## src/rtl/clock_pkg.sv

```systemverilog
// Shared types and constants for the clock time-set controller:
// FSM state enum, set_field encodings, BCD limits and BCD increment helpers.
package clock_pkg;

   typedef enum logic [1:0] {
      RUN     = 2'd0,
      SET_HR  = 2'd1,
      SET_MIN = 2'd2,
      COMMIT  = 2'd3
   } state_t;

   localparam logic [1:0] FIELD_NONE = 2'd0;
   localparam logic [1:0] FIELD_HR   = 2'd1;
   localparam logic [1:0] FIELD_MIN  = 2'd2;

   localparam logic [1:0] HR_MAX_TENS       = 2'd2;
   localparam logic [3:0] HR_MAX_UNITS_AT_2 = 4'd3;
   localparam logic [2:0] MIN_MAX_TENS      = 3'd5;
   localparam logic [3:0] BCD_MAX           = 4'd9;

   typedef struct packed {
      logic [1:0] hr_high;
      logic [3:0] hr_low;
      logic [2:0] min_high;
      logic [3:0] min_low;
   } hhmm_t;

   // Hours roll 23 -> 00; minutes are left untouched.
   function automatic hhmm_t inc_hours(hhmm_t t);
      hhmm_t r;
      r = t;
      if (t.hr_high == HR_MAX_TENS && t.hr_low == HR_MAX_UNITS_AT_2) begin
         r.hr_high = '0;
         r.hr_low  = '0;
      end else if (t.hr_low == BCD_MAX) begin
         r.hr_low  = '0;
         r.hr_high = t.hr_high + 2'd1;
      end else begin
         r.hr_low = t.hr_low + 4'd1;
      end
      return r;
   endfunction

   // Minutes roll 59 -> 00 without carrying into the hours.
   function automatic hhmm_t inc_minutes(hhmm_t t);
      hhmm_t r;
      r = t;
      if (t.min_low == BCD_MAX) begin
         r.min_low  = '0;
         r.min_high = (t.min_high == MIN_MAX_TENS) ? 3'd0 : t.min_high + 3'd1;
      end else begin
         r.min_low = t.min_low + 4'd1;
      end
      return r;
   endfunction

endpackage

```

## src/rtl/btn_edge_repeat.sv

```systemverilog
// Rising-edge detector for a debounced button, with an optional hold-to-repeat
// pulse generator compiled in only when AUTO_REPEAT_EN is defined.
module btn_edge_repeat #(
   parameter bit          REPEAT_ON  = 1'b0,
   parameter int unsigned REPEAT_DLY = 50_000_000,
   parameter int unsigned REPEAT_PER = 12_500_000
) (
   input  logic clk,
   input  logic rst,
   input  logic btn,
   output logic pulse
);

   logic prev;
   logic rise;

   // NOTE: registers update with non-blocking assignments so every flop samples pre-edge values.
   always_ff @(posedge clk or negedge rst) begin
      if (!rst) prev <= 1'b0;
      else      prev <= btn;
   end

   assign rise = btn & ~prev;

   if (REPEAT_ON && (REPEAT_PER == 0 || REPEAT_DLY < REPEAT_PER)) begin : g_bad_repeat_cfg
      $error("btn_edge_repeat: REPEAT_PER must be nonzero and not exceed REPEAT_DLY");
   end

`ifdef AUTO_REPEAT_EN
   if (REPEAT_ON) begin : g_repeat
      logic [31:0] hold_cnt;
      logic        fire;

      // hold_cnt equals the number of cycles since the rising edge; after a
      // repeat it is rewound so the next one lands REPEAT_PER cycles later.
      assign fire = btn && prev && (hold_cnt == REPEAT_DLY);

      always_ff @(posedge clk or negedge rst) begin
         if (!rst)              hold_cnt <= '0;
         else if (!btn)         hold_cnt <= '0;
         else if (!prev)        hold_cnt <= 32'd1;
         else if (fire)         hold_cnt <= REPEAT_DLY - REPEAT_PER + 32'd1;
         else                   hold_cnt <= hold_cnt + 32'd1;
      end

      assign pulse = rise | fire;
   end else begin : g_no_repeat
      assign pulse = rise;
   end
`else
   assign pulse = rise;
`endif

endmodule

```

## src/rtl/clock_set_ctrl.sv

```systemverilog
// Time-set controller: RUN / SET_HR / SET_MIN / COMMIT sequencing, BCD shadow
// editing, timeout abort and display blink. Optional hold-to-repeat: AUTO_REPEAT_EN.
module clock_set_ctrl
   import clock_pkg::*;
#(
   parameter int unsigned TIMEOUT_S  = 30,
   parameter int unsigned REPEAT_DLY = 50_000_000,
   parameter int unsigned REPEAT_PER = 12_500_000
) (
   input  logic       clk,
   input  logic       rst,
   input  logic       tick_1hz,
   input  logic       mode_btn,
   input  logic       inc_btn,
   input  logic [1:0] cur_hr_high,
   input  logic [3:0] cur_hr_low,
   input  logic [2:0] cur_min_high,
   input  logic [3:0] cur_min_low,
   output logic       run_en,
   output logic       load,
   output logic [1:0] load_hr_high,
   output logic [3:0] load_hr_low,
   output logic [2:0] load_min_high,
   output logic [3:0] load_min_low,
   output logic [1:0] set_field,
   output logic       blink
);

   localparam logic [7:0] TMO_LAST = 8'(TIMEOUT_S - 1);

   state_t     state, state_nx;
   hhmm_t      shadow;
   logic [7:0] tmo_cnt;
   logic       blink_q;
   logic       mode_ev, inc_ev, in_set, any_ev, timeout_hit;

   btn_edge_repeat #(
      .REPEAT_ON (1'b0),
      .REPEAT_DLY(REPEAT_DLY),
      .REPEAT_PER(REPEAT_PER)
   ) u_mode (
      .clk  (clk),
      .rst  (rst),
      .btn  (mode_btn),
      .pulse(mode_ev)
   );

   btn_edge_repeat #(
      .REPEAT_ON (1'b1),
      .REPEAT_DLY(REPEAT_DLY),
      .REPEAT_PER(REPEAT_PER)
   ) u_inc (
      .clk  (clk),
      .rst  (rst),
      .btn  (inc_btn),
      .pulse(inc_ev)
   );

   assign in_set      = (state == SET_HR) || (state == SET_MIN);
   assign any_ev      = mode_ev | inc_ev;
   assign timeout_hit = in_set && !any_ev && tick_1hz && (tmo_cnt == TMO_LAST);

   always_ff @(posedge clk or negedge rst) begin
      if (!rst) state <= RUN;
      else      state <= state_nx;
   end

   always_comb begin
      // NOTE: default assignment first, so no path through the case infers a latch.
      state_nx = state;
      unique case (state)
         RUN:     if (mode_ev) state_nx = SET_HR;
         SET_HR:  if (mode_ev) state_nx = SET_MIN; else if (timeout_hit) state_nx = RUN;
         SET_MIN: if (mode_ev) state_nx = COMMIT;  else if (timeout_hit) state_nx = RUN;
         COMMIT:  state_nx = RUN;
      endcase
   end

   always_comb begin
      run_en    = (state == RUN);
      load      = (state == COMMIT);
      set_field = FIELD_NONE;
      if (state == SET_HR)  set_field = FIELD_HR;
      if (state == SET_MIN) set_field = FIELD_MIN;
   end

   // Mode beats a simultaneous inc; the shadow survives a timeout but is never loaded.
   always_ff @(posedge clk or negedge rst) begin
      if (!rst) begin
         shadow  <= '0;
         tmo_cnt <= '0;
         blink_q <= 1'b0;
      end else begin
         if (state == RUN && mode_ev)
            shadow <= '{hr_high: cur_hr_high, hr_low: cur_hr_low,
                        min_high: cur_min_high, min_low: cur_min_low};
         else if (state == SET_HR && !mode_ev && inc_ev)
            shadow <= inc_hours(shadow);
         else if (state == SET_MIN && !mode_ev && inc_ev)
            shadow <= inc_minutes(shadow);

         if (!in_set || any_ev) tmo_cnt <= '0;
         else if (tick_1hz)     tmo_cnt <= tmo_cnt + 8'd1;

         if (state_nx != SET_HR && state_nx != SET_MIN) blink_q <= 1'b0;
         else if (state_nx != state)                    blink_q <= 1'b1;
         else if (tick_1hz)                             blink_q <= ~blink_q;
      end
   end

   assign load_hr_high  = shadow.hr_high;
   assign load_hr_low   = shadow.hr_low;
   assign load_min_high = shadow.min_high;
   assign load_min_low  = shadow.min_low;
   assign blink         = blink_q;

endmodule

```

## config.mk

```make
export PLATFORM = sky130hd
export DESIGN_NAME = clock_set_ctrl
export DESIGN_NICKNAME = d
export VERILOG_FILES = /design/src/rtl/clock_pkg.sv /design/src/rtl/btn_edge_repeat.sv /design/src/rtl/clock_set_ctrl.sv
export SDC_FILE = /design/constraint.sdc
export NUM_CORES = 1
export LEC_CHECK = 0
export CORE_UTILIZATION = 29
export DETAILED_ROUTE_END_ITERATION = 12
export SYNTH_ARGS = -nofsm -noshare
export SYNTH_HDL_FRONTEND = slang
export SYNTH_SLANG_ARGS = --single-unit
```

## constraint.sdc

```tcl
create_clock -name clk -period 1.95 [get_ports clk]
set_input_delay 0.39 -clock clk [delete_from_list [all_inputs] [get_ports clk]]
set_output_delay 0.39 -clock clk [all_outputs]
set_load 0.005 [all_outputs]
```

After elaboration in Yosys (flattened, before gate mapping)
Cells that the tools add are included.
{ "totals": {"ff_bits": 26, "out_inout_bits": 18, "elab_cells": 79} }
{ "op_classes": {"addsub": 5, "n_eq_ne": 13, "n_mux": 21, "n_bitwise": 6, "reduce_logical": 25} }
{ "op_table": {"columns": ["operator", "count"], "rows": [
  ["2-to-1 mux 13 bit", 2],
  ["2-to-1 mux 8 bit", 2],
  ["2-to-1 mux 2 bit", 6],
  ["logical AND 1 bit", 10],
  ["adder 4 x 1 -> 4 bit (second input constant)", 2],
  ["adder 8 x 1 -> 8 bit (second input constant)", 1],
  ["equality test 4 bit (second input constant)", 2],
  ["equality test 8 x 5 -> 1 bit (second input constant)", 1],
  ["2-to-1 mux 4 bit", 2],
  ["one-hot mux 2 bit (4 select lines)", 1],
  ["nonzero test 2 bit", 4],
  ["2-to-1 mux 7 bit", 1],
  ["equality test 2 bit (second input constant)", 3],
  ["2-to-1 mux 3 bit", 2],
  ["2-to-1 mux 6 bit", 1],
  ["nonzero test 3 bit", 2],
  ["equality test 4 x 2 -> 1 bit (second input constant)", 1],
  ["2-to-1 mux 1 bit", 4],
  ["inequality test 2 bit (second input constant)", 2],
  ["AND reduction 2 bit", 2],
  ["adder 3 x 1 -> 3 bit (second input constant)", 1],
  ["equality test 3 bit (second input constant)", 1],
  ["logical NOT 1 bit", 3],
  ["NOT 1 bit", 3],
  ["9 further kinds", 11]
]} }

Logic depth before layout (Yosys ltp)
{ "depth": {"word_depth": 13, "depth_mapped": 7} }

By module
Synthesis repeated with hierarchy kept, for this count alone.
{ "hier_totals": {"cells_unflattened": 158, "area_unflattened_um2": 1505.2} }
{ "modules_own_cells": {"columns": ["module", "n_inst", "cells_each", "area_each_um2", "seq_area_each_um2"], "rows": [
  ["clock_set_ctrl", 1, 154, 1427.6, 600.6],
  ["btn_edge_repeat", 2, 2, 38.8, 25.0]
]} }

Least setup slack after synthesis
Ideal clock, no wire load.
{ "synth_path": {"path_type": "register to register", "start": "reg state[0]", "end": "reg shadow (netlist bit load_hr_high[0])", "arrival_ps": 1653, "path_slack_ps": 171, "stages_incl_launch_ff": 7, "n_path_buf": 2, "cell_sequence": "dfrtp_1 -> inv_1 -> ha_1 -> and3b_1 -> buf_2 -> buf_4 -> a221o_1"} }
{ "synth_between": {"word_cells_on_any_way": 9, "classes_between": "eq/ne (1); mux (1); reduce/logical (7)"} }
{ "synth_rtl": {"columns": ["item", "line", "source"], "rows": [
  ["start: declaration", "clock_set_ctrl.sv:31", "state_t state, state_nx;"],
  ["start signal: assignment", "clock_set_ctrl.sv:65", "else state <= state_nx;"],
  ["logical NOT 2 bit (*)", null, null],
  ["named net run_en", "clock_set_ctrl.sv:19", "output logic run_en,"],
  ["logical AND 1 bit (*)", "clock_set_ctrl.sv:94", "if (state == RUN && mode_ev)"],
  ["nonzero test 3 bit (no line) or nonzero test 2 bit (tied branches)", null, null],
  ["AND reduction 2 bit (no line)", null, null],
  ["end signal: assignment", "clock_set_ctrl.sv:95", "shadow <= '{hr_high: cur_hr_high, hr_low: cur_hr_low,"],
  ["end signal: assignment", "clock_set_ctrl.sv:98", "shadow <= inc_hours(shadow);"],
  ["end signal: assignment", "clock_set_ctrl.sv:100", "shadow <= inc_minutes(shadow);"],
  ["end: declaration", "clock_set_ctrl.sv:32", "hhmm_t shadow;"]
]} }
Mark *: on every way through the listed nets, which the timed path passes. The rest lies on a longest branch.
A chain may end at the register's enable or synchronous reset.

Worst setup path after layout
{ "layout_path": {"start": "reg state[1]", "end": "out run_en"} }
{ "layout_between": {"elab_chain_cells": 1} }
{ "layout_lines": {"columns": ["item", "line", "source"], "rows": [
  ["logical NOT 2 bit", "clock_set_ctrl.sv:80", "run_en = (state == RUN);"],
  ["end: declaration", "clock_set_ctrl.sv:19", null]
]} }
Every way passes these cells.

==> summary.txt <==
Hold WS: 0.492 ns
Layout cells sized above 1: 0.161
Worst path top cell family by delay: buffers and inverters
GP Congestion: 0.715
DRT Pass-1 Iters: 4
Tot GR Track Use: 0.139
Fraction of the yosys area taken by sequential cells: 0.412
Count leader, synth: dfrtp_1
Clock sink total: 26
Post-synth EDFFs: 0
Yosys top cell area share: 0.412
Mux contribution to synthesized area: 0.00714
Synth top cells by count: 26 x dfrtp_1, 16 x nor2_1, 12 x nand2_1
Vias in the first global route: 1277
Initial antenna violation count: 0
Crit path largest cell delay: 0.50 ns
Critical path class: reg -> out
First-pass GRT wire length: 5970 µm
Setup bufs post-CTS: 0
CP Launch Type: flip-flop
Bufs and invs on worst path: 2
Num ports: 36
Routed vias/inst: 4.92
Synthesized flop and latch total: 26
Maximum VDD drop: 421 µV
Nets: 233
Ys flop type: dfrtp_1
Final Setup Violations: 0
Critical Path Sink Type: output port
Total wire length: 3560 µm
FILL cells: 498
Yosys cell types: 44
Xor and xnor area share after synthesis: 0.0555
Ant diodes: 0
Adder-Cell Fraction of Synth Area: 0.0714
Leakage: 0.925 nW
Simple-gate portion of the synthesized area: 0.247
Syn_nets: 183
Vias: 1354
CTS H-tree lvls: 1
CTS Buf Count: 3
Hold WC Path Type: in -> async
Initial DRC count: 52
Yosys warning count: 0
Starting Density: 0.305
Wire length per cell: 12.9 µm
Clock latency on the worst-skew pair: 0.27 ns
Die area: 5740 µm²
Top cells by area, synth: dfrtp_1 41%, ha_1 7.1%, xor2_1 3.9%, nor2_1 3.8%, a221o_1 3.2%
Status: completed
Fin. Hold Viols: 0
Avg Cell Area, Syn: 10.1 µm²
Final ANT Viol Nets: 0
Compound-cell area share of the yosys netlist: 0.170
Die W: 75.8 µm
Max Cap Viol: 0
Crit. path cell count: 3
Clock transition at the registers of the reported paths: 0.09 ns
Total core area: 5170 µm²
# rows: 26
Total congestion overflow: 0
Synthesized area: 1580 µm²
Max-slew violations: 0
DPL Wire Length: 2690 µm
R2R depth: 5
Main combinational cell family by area after synthesis: simple AND/OR/NAND/NOR gates
Clk root buf: clkbuf_8
Async S/R FF share, synth: 1.00
Area growth syn-to-layout: 38.8%
Final period util: 0.977
Clock Path Buffers: 2
Post-layout min period: 1.90 ns
Largest area contributor in the netlist: dfrtp_1
Worst-path cell chain: inv_4 > ha_4 > clkdlybuf4s50_1
Maximum clock rate: 525 MHz
Worst Tran Pin Value: 0.352 ns
Power density over the cells: 1190 nW/µm²
Critical path peak fanout: 6
Max-slew headroom: 0.765
Die Ht: 75.8 µm
Worst Path Arrival: 1.51 ns
Setup TNS: 0 ns
Synth Instances: 156
Pin count of the biggest net entering global routing: 27
Slowest cell on crit path: clkdlybuf4s50_1
Hold buffers post-CTS: 0
Skew final: 0.00318 ns
WP data required: 1.56 ns
DRC Markers: 0
PortBufs: 35
TritonCTS clock tree: done
==> sequential cells by signal, summed over array words and instances, names as in the netlist <==
register	cells
load_hr_low	4
tmo_cnt	8
u_mode.prev	1
load_min_high	3
u_inc.prev	1
blink	1
load_hr_high	2
state	2
load_min_low	4
==> per-stage QoR <==
step	cell area (µm²)	cells	power (mW)	util	setup WS, ns
2_1_floorplan	1580	156	1.55	-	0.171
3_3_place_gp	2090	271	2.18	0.404	-0.0332
3_5_place_dp	2090	271	2.19	0.404	-0.0428
4_1_cts	2160	275	2.59	0.418	-0.0383
5_1_grt	2190	275	2.82	0.423	-0.00395
6_report	2190	275	2.60	0.423	0.0455
==> layout by cell type, fill, tap and decap left out, types with 6 or more instances in the layout <==
master,n
clkdlybuf4s50_1,35
dfrtp_1,24
nor2_1,16
buf_4,14
nand2_1,12
nand3_1,7
xor2_1,7
ha_1,6
==> worst register-to-register path, stage by stage, from the launching register on <==
cell      delay [ns]
dfrtp_1         0.42
ha_1            0.22
nor4bb_4        0.36
a31o_2          0.24
a21oi_1         0.11
a221o_1         0.30
==> final cells by class <==
type                       instances  area (µm²)  share of cell area
multi-input combinational        119         907               0.414
sequential                        26         653               0.298
timing repair buffer              49         455               0.208
tap                               70        87.6              0.0400
clock buffer                       4        55.1              0.0251
inverter                           7        31.3              0.0143
==> power breakdown <==
group / internal [mW] / switching, mW / total, mW
combinational: 0.774 / 0.550 / 1.32
sequential: 0.706 / 0.215 / 0.921
clock: 0.180 / 0.169 / 0.350
total: 1.66 / 0.934 / 2.60
==> timing repair <==
action / 4_1_cts / 5_1_grt
setup endpoints to repair: 3 / 2
pin swaps: 0 / 1
resized for setup: 6 / 6
==> path summary, 6_finish.rpt <==
check / slack (ns) / startpoint / end
worst min-delay path: 0.49 / rst / load_hr_high[0]
worst max-delay path: 0.05 / state[1] / run_en
min in group clk: 0.53 / load_min_high[2] / load_min_high[2]
max in group asynchronous: 1.18 / rst / state[0]
worst max register to register: 0.19 / load_hr_low[1] / load_hr_high[0]
worst min register to register: 0.53 / load_min_high[2] / load_min_high[2]
==> routing by layer <==
metal	GRT usage	vias to the layer above	wire length, µm
met5	0	-	0
met4	0.0494	0	29
met3	0.0317	2	139
met2	0.216	24	1650
met1	0.188	657	1740
li1	-	671	-
==> cells by family (layout without fill, tap and decap cells) <==
family                     Yosys count  count (layout)
DFF                                 26              26
adders and majority gates            9               9
muxes                                1               1
AOI/OAI and AO/OA                   33              33
xor gates and xnor gates            10              10
buffers and inverters               11              60
and+or+nand+nor                     66              66
Power figures use the tool's default switching activity.
